[src/rtl/oci_dct_trace_packer.sv]
// Packs 2-bit OCI trace codes into 30-bit frames and hands closed frames downstream on valid/ready.
// Optional DCT_DROP_COUNTER_EN adds a saturating drop counter and marks the first frame closed after a drop.
//
// state | meaning
// IDLE  | accumulator empty
// FILL  | accumulator holds codes, no close pending
// PEND  | frame closed but output slot busy; incoming codes are dropped
module oci_dct_trace_packer #(
  parameter int unsigned CODES_PER_FRAME = 15,
  parameter bit          FLUSH_ON_EXC    = 1'b1
) (
  input  logic        clk,
  input  logic        reset,
  input  logic        tr_valid,
  input  logic [1:0]  tr_code,
  input  logic        flush,
  input  logic        ovf_clr,
  output logic [29:0] dct_buffer,
  output logic [3:0]  dct_count,
  output logic        frame_valid,
  input  logic        frame_ready,
  output logic [29:0] frame_data,
  output logic [3:0]  frame_count,
  output logic        overflow
`ifdef DCT_DROP_COUNTER_EN
  ,
  output logic [15:0] drop_count
`endif
);

  typedef enum logic [1:0] {IDLE, FILL, PEND} state_t;

  state_t      state_q, state_d;
  logic [29:0] acc_q, acc_d, app_buf, ld_data;
  logic [3:0]  cnt_q, cnt_d, app_cnt, ld_cnt;
  logic        slot_free, accept, drop, close, load_frame;

  always_ff @(posedge clk) begin
    if (reset) state_q <= IDLE;
    else       state_q <= state_d;
  end

  // In PEND nothing is accepted, so app_* equals the held accumulator.
  always_comb begin
    slot_free = !frame_valid || frame_ready;
    accept    = tr_valid && (state_q != PEND);
    drop      = tr_valid && (state_q == PEND);
    app_buf   = accept ? (acc_q | (30'(tr_code) << {cnt_q, 1'b0})) : acc_q;
    app_cnt   = cnt_q + 4'(accept);
    close     = (state_q != PEND) &&
                ((accept && (app_cnt == 4'(CODES_PER_FRAME))) ||
                 (flush && (app_cnt != 4'd0)) ||
                 (accept && FLUSH_ON_EXC && (tr_code == 2'b11)));
    case (state_q)
      PEND:    state_d = slot_free ? IDLE : PEND;
      default: begin
        if (close)                state_d = slot_free ? IDLE : PEND;
        else if (app_cnt == 4'd0) state_d = IDLE;
        else                      state_d = FILL;
      end
    endcase
  end

`ifdef DCT_DROP_COUNTER_EN
  logic mark_arm_q, mark_pend_q, mark_use;
`endif

  always_comb begin
    load_frame = slot_free && (close || (state_q == PEND));
    acc_d      = load_frame ? 30'd0 : app_buf;
    cnt_d      = load_frame ? 4'd0 : app_cnt;
    ld_data    = app_buf;
    ld_cnt     = app_cnt;
`ifdef DCT_DROP_COUNTER_EN
    mark_use = (state_q == PEND) ? mark_pend_q : mark_arm_q;
    if (mark_use) begin
      ld_data[29] = 1'b1;
      if (app_cnt > 4'd14) ld_cnt = 4'd14;
    end
`endif
  end

  always_ff @(posedge clk) begin
    if (reset) begin
      acc_q       <= '0;
      cnt_q       <= '0;
      frame_valid <= 1'b0;
      frame_data  <= '0;
      frame_count <= '0;
      overflow    <= 1'b0;
    end else begin
      acc_q <= acc_d;
      cnt_q <= cnt_d;
      if (load_frame) begin
        frame_valid <= 1'b1;
        frame_data  <= ld_data;
        frame_count <= ld_cnt;
      end else if (frame_ready) begin
        frame_valid <= 1'b0;
      end
      if (drop)         overflow <= 1'b1;
      else if (ovf_clr) overflow <= 1'b0;
    end
  end

`ifdef DCT_DROP_COUNTER_EN
  // Drops only happen in PEND and closes only outside it, so arm/consume never collide.
  always_ff @(posedge clk) begin
    if (reset) begin
      drop_count  <= '0;
      mark_arm_q  <= 1'b0;
      mark_pend_q <= 1'b0;
    end else begin
      if (ovf_clr)                          drop_count <= drop ? 16'd1 : 16'd0;
      else if (drop && drop_count != 16'hFFFF) drop_count <= drop_count + 16'd1;
      if (drop)       mark_arm_q <= 1'b1;
      else if (close) mark_arm_q <= 1'b0;
      if (close && !slot_free)                   mark_pend_q <= mark_arm_q;
      else if (state_q == PEND && slot_free)     mark_pend_q <= 1'b0;
    end
  end
`endif

  assign dct_buffer = acc_q;
  assign dct_count  = cnt_q;

endmodule
[config.mk]
export PLATFORM = sky130hd
export DESIGN_NAME = oci_dct_trace_packer
export DESIGN_NICKNAME = d
export VERILOG_FILES = /design/src/rtl/oci_dct_trace_packer.sv
export SDC_FILE = /design/constraint.sdc
export NUM_CORES = 1
export LEC_CHECK = 0
export BUFFER_PORTS_ARGS = -buffer_cell sky130_fd_sc_hd__buf_2
export CAP_MARGIN = 25
export CORE_MARGIN = 8
export CORE_UTILIZATION = 52
export DETAILED_ROUTE_END_ITERATION = 12
export HOLD_SLACK_MARGIN = 0.03
export PLACE_DENSITY = 0.8
export REMOVE_ABC_BUFFERS = 1
export SLEW_MARGIN = 20
export SYNTH_ARGS = -nofsm -noshare
export SYNTH_HDL_FRONTEND = slang
export SYNTH_SLANG_ARGS = --single-unit
export TNS_END_PERCENT = 10
[constraint.sdc]
create_clock -name clk -period 2.77 [get_ports clk]
set_input_delay 0.554 -clock clk [delete_from_list [all_inputs] [get_ports clk]]
set_output_delay 0.554 -clock clk [all_outputs]
set_load 0.02 [all_outputs]
==> key figures, run 1 <==
Floorplanning
  • Die width: 90.1 um
  • Die Height: 90.1 um
  • Die ar.: between 8000 and 9000 um^2
  • Rows: 27
  • Core Region: 5410 um^2
  • Total I/O pin count: 78
  • Initial core utilization: a little over half

Route
  • Via Count: 2,466
  • Via-to-Cell Ratio: a little under 6
  • Routed Antenna Nets: 0
  • TritonRoute pass-1 iters: 4
  • DR WL/cell: 17.7 um
  • DRT Wirelength: 7.54 mm
  • DRT iter0 DRCs: 182
  • # DRC: 0

Clock network
  • Post-CTS Resized: 0
  • Post-CTS Setup Bufs: 0
  • Num CTS Buffers: 9
  • Clock Path Buffers: 2
  • CTS tree: yes
  • Clock latency at the later pin of the worst-skew pair: ~350 ps
  • Clock transition at path regs: about 60 ps
  • Cts hold-fix bufs: 0
  • CTS H-tree depth: 3
  • Clock sinks: between 70 and 80
  • Root Buffer: clkbuf_8

Place
  • PortBufs: 77
  • DP HPWL: 5.27 mm
  • Placed inst area: roughly 3300 um^2
  • GP Congestion: 0.862

Worst hold path
  • Hold path endpoint: overflow
  • Hold Path Class: flop to flop
  • Hold Startpoint: overflow
  • Worst hold path depth: 2

Synthesis
  • Main flop type after synthesis: dfxtp_1
  • Total number of yosys warnings: 0
  • Area leader, netlist: dfxtp_1
  • Unique masters post-synth: 32
  • Sequential area share after synthesis: 50.4%
  • Number of synthesized flops with an enable pin: 0
  • Dominant cells by area after synthesis: dfxtp_1 50%, a41oi_1 9.2%, a211oi_1 8.7%, a21oi_1 6.5%, nor2_4 5.9%
  • Mapped cell area: 2860 um^2
  • Gate Count Post-Synth: 279
  • Syn Area/Cell: 10.2 um^2
  • Top-area cell type share of the netlist area: 50.4%
  • FFs w/ async S/R, synth: 0%
  • Synth Register Bits: 72

Global routing
  • Largest net degree at the start of global routing: 35
  • Vias in the first global route: about 2,500
  • First-pass GRT wire length: 12.4 mm
  • GR Util All Layers: 18.8%
  • GRT Residual Overflow: 0
  • Initial antenna violation count: 0

Timing
  • Slew headroom: roughly 55%
  • Worst-Margin Slew: around 670 ps
  • Clk_skew: roughly 12 ps
  • Unrepaired setup endpoints after global routing: false
  • Min cycle time layout: roughly 2500 ps
  • Final hold vios: 0
  • Slew Viols, Final: 0
  • Hold WS: 468 ps
  • Endpoints failing setup: 0
  • Final period utilization: between 80% and 90%
  • Peak Freq: 404 MHz

Power
  • Peak VDD IR: about 0.00037 V
  • Leak: 1.43 nW
  • Power density over cell area: 732 nW/um^2

Worst setup path
  • Buf/Inv on CP: 1
  • Max incr delay on CP: about 420 ps
  • Reg-to-Reg End: frame_data[25]
  • Worst R2R Setup Slack: slightly below 300 ps
  • RR Startpoint: state_q[0]
  • Req. time, crit path: 3020 ps
  • Critical Path End Type: flop
  • Most used cell, CP: ha_1
  • R2R depth: 10
  • Worst-path cell chain: nand2b_1 -> and2_1 -> ha_1 -> ha_1 -> xnor2_2 -> nand3_1 -> o31ai_1 -> nor2_2 -> buf_4 -> a211oi_1
  • Critical Path Fanout Max: 18
  • Highest-delay cell along the critical path: o31ai_1
  • Crit start category: flop
  • Delay-heaviest family, CP: compound AO/OA/AOI/OAI gates
  • Critical path type: flop to flop
  • Critical Path AT: 2720 ps

Layout
  • Layout cell share with drive strength beyond 1: 37.3%
  • Nets: 359
  • Area growth, synth to finish: 21.2%
  • Antenna cells: 0
  • Design area: 3460 um^2

Status
  • Outcome: finished, final reports clean

Job
  • Max cap viols: 0
-- worst reg2reg max path: stages, from the launching register on --
cell and delay (ps):
dfxtp_1 310, nand2b_1 150, and2_1 160, ha_1 210, ha_1 220, xnor2_2 240
nand3_1 160, o31ai_1 420, nor2_2 70, buf_4 220, a211oi_1 230
-- layout make-up --
cell class                 instances  area, um^2
clock buffer                      12         155
clock inverter                     4        51.3
fill                             498        1940
inverter                           2        7.51
multi-input combinational        173        1230
sequential                        72        1440
tap                               72        90.1
timing repair buffer              91         490
-- flip-flops by register name, summed over array words and instances (netlist names) --
register and cells:
dct_buffer 30, dct_count 4, frame_count 4, frame_data 30, frame_valid 1, overflow 1
state_q 2
-- metrics by stage --
step	setup slack [ps]	utilization (%)	TNS (ps)	instances	total power, mW
3_3_place_gp	221	60.3	0	410	1.70
6_report	295	64.1	0	426	2.53
2_1_floorplan	-1330	-	-60860	247	1.50
5_1_grt	48.3	64.1	0	426	2.64
4_1_cts	298	64.1	0	426	2.54
3_5_place_dp	99.4	60.3	0	410	1.71
-- Yosys cell counts (all sizes together), types with 2 or more instances --
cell type,instances
inv,2
and2,5
dfxtp,72
buf,21
nand3,6
a21o,2
a41oi,30
xnor2,2
nor2b,5
ha,2
nor2,37
a21oi,37
a211oi,33
o21ai,2
clkbuf,11
nand2b,3
-- placed cells by master, fill, tap and decap left out --
| master | netlist | routed |
|---|---|---|
| clkbuf_8 | 0 | 11 |
| nor2_1 | 17 | 16 |
| nor4b_1 | 1 | 1 |
| and2_0 | 1 | 1 |
| or2_2 | 1 | 1 |
| a41oi_1 | 30 | 30 |
| nand2_1 | 1 | 1 |
| clkinv_2 | 0 | 1 |
| a211o_1 | 1 | 1 |
| nor2_2 | 5 | 6 |
| o31ai_1 | 1 | 1 |
| xnor2_2 | 2 | 2 |
| clkbuf_1 | 11 | 1 |
| a21oi_1 | 37 | 37 |
| ha_1 | 2 | 2 |
| inv_6 | 0 | 1 |
| a21o_2 | 0 | 1 |
| buf_4 | 0 | 14 |
| bufinv_16 | 0 | 1 |
| dfxtp_1 | 72 | 72 |
| nor2_4 | 15 | 15 |
| nand3b_1 | 1 | 1 |
| nand3_2 | 1 | 1 |
| nor2b_1 | 5 | 5 |
| nor3_1 | 1 | 1 |
| nand2b_1 | 3 | 3 |
| o31a_1 | 1 | 1 |
| inv_1 | 2 | 2 |
| and2_1 | 4 | 4 |
| clkinvlp_4 | 0 | 1 |
| xor2_1 | 1 | 1 |
| a211oi_1 | 33 | 33 |
| a21o_1 | 2 | 1 |
| buf_2 | 9 | 77 |
| nand3_1 | 5 | 5 |
| o21ai_0 | 2 | 2 |
-- worst max path at each step --
stage / slack (ps) / cells past startpoint / end / startpoint
final: 300 / 10 / frame_data[25] / state_q[0]
after CTS: 300 / 10 / frame_data[25] / state_q[0]
after global placement: 220 / 10 / frame_count[2] / tr_valid
after floorplan: -1330 / 9 / dct_buffer[0] / state_q[0]
after detailed placement: 100 / 10 / frame_data[1] / tr_valid
after global routing: 50 / 10 / frame_data[25] / state_q[0]
-- power by group --
| part | total [mW] | switching (mW) | internal (mW) |
|---|---|---|---|
| sequential | 1.16 | 0.0437 | 1.11 |
| combinational | 0.527 | 0.353 | 0.175 |
| clock | 0.849 | 0.382 | 0.467 |
| total | 2.53 | 0.778 | 1.76 |
-- logic make-up (layout without fill, tap and decap cells) --
logic type / after synthesis / count (layout) / synth area share [%]
AOI/OAI and AO/OA: 107 / 107 / 26.1
xor gates and xnor gates: 3 / 3 / 1.44
adders and majority gates: 2 / 2 / 0.876
buffers and inverters: 34 / 109 / 6.74
DFF: 72 / 72 / 50.4
and+or+nand+nor: 61 / 61 / 14.4
-- metal layers --
metal  GRT usage, %  share of wire [%]
met1           22.4                 44
met2           30.6                 47
met3           4.41                7.7
met4           10.1                2.0
met5              0                  0
Power figures use the tool's default switching activity.
==> run 2: changes to the inputs <==
- REMOVE_ABC_BUFFERS: 1 -> not set
==> run 2 against run 1 <==
Net effect: wire length is 3.0% higher; first-iteration DRC count fell by 4.9%; non-clock buffer count is 1 higher; flip-flop and latch count stayed put; combinational power grew 2%; clock skew decreased by 7.1 ps; die area stayed put; cell count did not move; maximum frequency is 0.30% higher; cell area up 0.98%; total power grew 3.5%; largest cell class unchanged; highest routed layer unchanged.
==> key figures, run 2 (synthesized netlist as in run 1, its figures left out) <==
Power
  • Logic gate share of total power: 20.5%
  • Power Internal: roughly 1.8 mW
  • Reg power frac: 44.2%
  • Leak: 1.44 nW
  • Sw power: 0.776 mW
  • Clk pwr share: between 30% and 40%
  • Switching share of total power: just under 30%
  • Peak VDD IR: 0.000344 V
  • Power density over cell area: approximately 750 nW/um^2

Clock network
  • Clock sinks: 72
  • Post-CTS Resized: 0
  • Clock latency at the later pin of the worst-skew pair: about 350 ps
  • Clock Path Buffers: 2
  • Cts hold-fix bufs: 0
  • Num CTS Buffers: 9
  • Root Buffer: clkbuf_8
  • CTS tree: yes
  • Clock transition at path regs: 70 ps
  • CTS H-tree depth: 3
  • Post-CTS Setup Bufs: 0

Timing
  • Slew Viols, Final: 0
  • Min cycle time layout: ~2500 ps
  • Endpoints failing setup: 0
  • Slew headroom: 59.9%
  • Final setup TNS: 0 ps
  • Peak Freq: around 410 MHz
  • Final period utilization: 89.1%
  • Worst-Margin Slew: 600 ps
  • Final hold vios: 0
  • Unrepaired setup endpoints after global routing: false
  • Clk_skew: 5.15 ps
  • Hold WS: 462 ps

Worst setup path
  • Worst R2R Setup Slack: 300 ps
  • Req. time, crit path: 3030 ps
  • Highest-delay cell along the critical path: a211oi_1
  • Max incr delay on CP: 420 ps
  • R2R depth: 10
  • Critical Path End Type: flop
  • Worst-path cell chain: nand2b_1 -> and2_1 -> ha_1 -> ha_1 -> xnor2_2 -> nor2_1 -> a211oi_1 -> nor2_2 -> buf_4 -> a211oi_1
  • Crit start category: flop
  • Critical path type: flop to flop
  • Critical Path AT: 2720 ps
  • RR Startpoint: state_q[0]
  • Critical Path Fanout Max: 17
  • Buf/Inv on CP: 1
  • Delay-heaviest family, CP: compound AO/OA/AOI/OAI gates
  • Reg-to-Reg End: frame_data[13]

Worst hold path
  • Worst hold path depth: 3
  • Hold Startpoint: ovf_clr
  • Hold path endpoint: overflow
  • Hold Path Class: input port to flop

Global routing
  • Initial antenna violation count: 0
  • GRT Residual Overflow: 0
  • Vias in the first global route: 2,572
  • GR Util All Layers: 19.4%
  • Largest net degree at the start of global routing: 32
  • First-pass GRT wire length: 12.8 mm

Layout
  • Antenna cells: 0
  • Area growth, synth to finish: 22.4%
  • Filler instances: 454
  • Final core utilization: 64.7%
  • Commonest non-fill, non-tap cell in the layout: buf_2
  • Layout cell share with drive strength beyond 1: 37.3%
  • Nets: 360
  • Most frequent cells in the layout: 77 x buf_2, 72 x dfxtp_1, 37 x a21oi_1, 33 x a211oi_1, 30 x a41oi_1

Route
  • Via Count: 2,472
  • Routed Antenna Nets: 0
  • DR WL/cell: 18.2 um
  • TritonRoute pass-1 iters: 4
  • Via-to-Cell Ratio: around 5.8
  • # DRC: 0
  • DRT Wirelength: 7.76 mm
  • DRT iter0 DRCs: 173

Floorplanning
  • Initial core utilization: 52.9%
  • Core Region: 5410 um^2
  • Die ar.: 8120 um^2
  • Rows: 27
  • Total I/O pin count: 78
  • Die Height: between 90 and 100 um
  • Die width: ~90 um

Job
  • Max cap viols: 0

Place
  • GP Congestion: 0.925
  • PortBufs: between 70 and 80
  • DP HPWL: 5.26 mm

Synthesis
  • Synthesized Nets: 289

Status
  • Outcome: finished, final reports clean
-- run 2: tightest hold or removal path, stage by stage --
cell and delay, ps:
buf_2 70, nand2b_1 80, a21oi_1 60
-- run 2: routing by layer --
layer,up-vias,routed length [um],GRT usage (%)
met5,-,0,0
met4,0,116,8.88
met3,13,506,6.57
met2,87,3760,31.2
met1,1190,3380,22.7
li1,1182,-,-
-- run 2: cell type report --
type                            count  area (um^2)  area share [%]
Clock buffer                       12          155            4.44
Clock inverter                      3         65.1            1.86
Inverter                            2         7.51           0.215
Multi-Input combinational cell    173         1230            35.1
Sequential cell                    72         1440            41.2
Tap cell                           72         90.1            2.58
Timing Repair Buffer               92          510            14.6
-- run 2: how the worst max path moves through the flow --
| stage | startpoint | endpoint | slack, ps | depth (start not counted) |
|---|---|---|---|---|
| after global placement | tr_valid | frame_data[23] | 260 | 10 |
| after CTS | state_q[0] | frame_data[22] | 340 | 10 |
| after global routing | state_q[0] | frame_count[3] | 160 | 10 |
| after floorplan | state_q[0] | dct_buffer[18] | 230 | 13 |
| after detailed placement | tr_valid | frame_data[13] | 120 | 10 |
| final | state_q[0] | frame_data[13] | 300 | 10 |
-- run 2: stage by stage --
stage               cell area [um^2]  power [mW]  std cells  worst slack, ps
finish                          3500        2.62        426              303
global route                    3500        2.73        426              165
CTS                             3500        2.63        426              336
detailed placement              3280        1.72        411              123
global placement                3280        1.71        411              258
floorplan                       2860        1.56        279              225
-- run 2: power groups by stage --
stage / combinational (mW) / clock [mW] / sequential, mW
2_1_floorplan: 0.291 / 0 / 1.27
3_3_place_gp: 0.528 / 0 / 1.18
3_5_place_dp: 0.539 / 0 / 1.18
4_1_cts: 0.541 / 0.930 / 1.16
5_1_grt: 0.584 / 0.980 / 1.17
6_report: 0.538 / 0.926 / 1.16
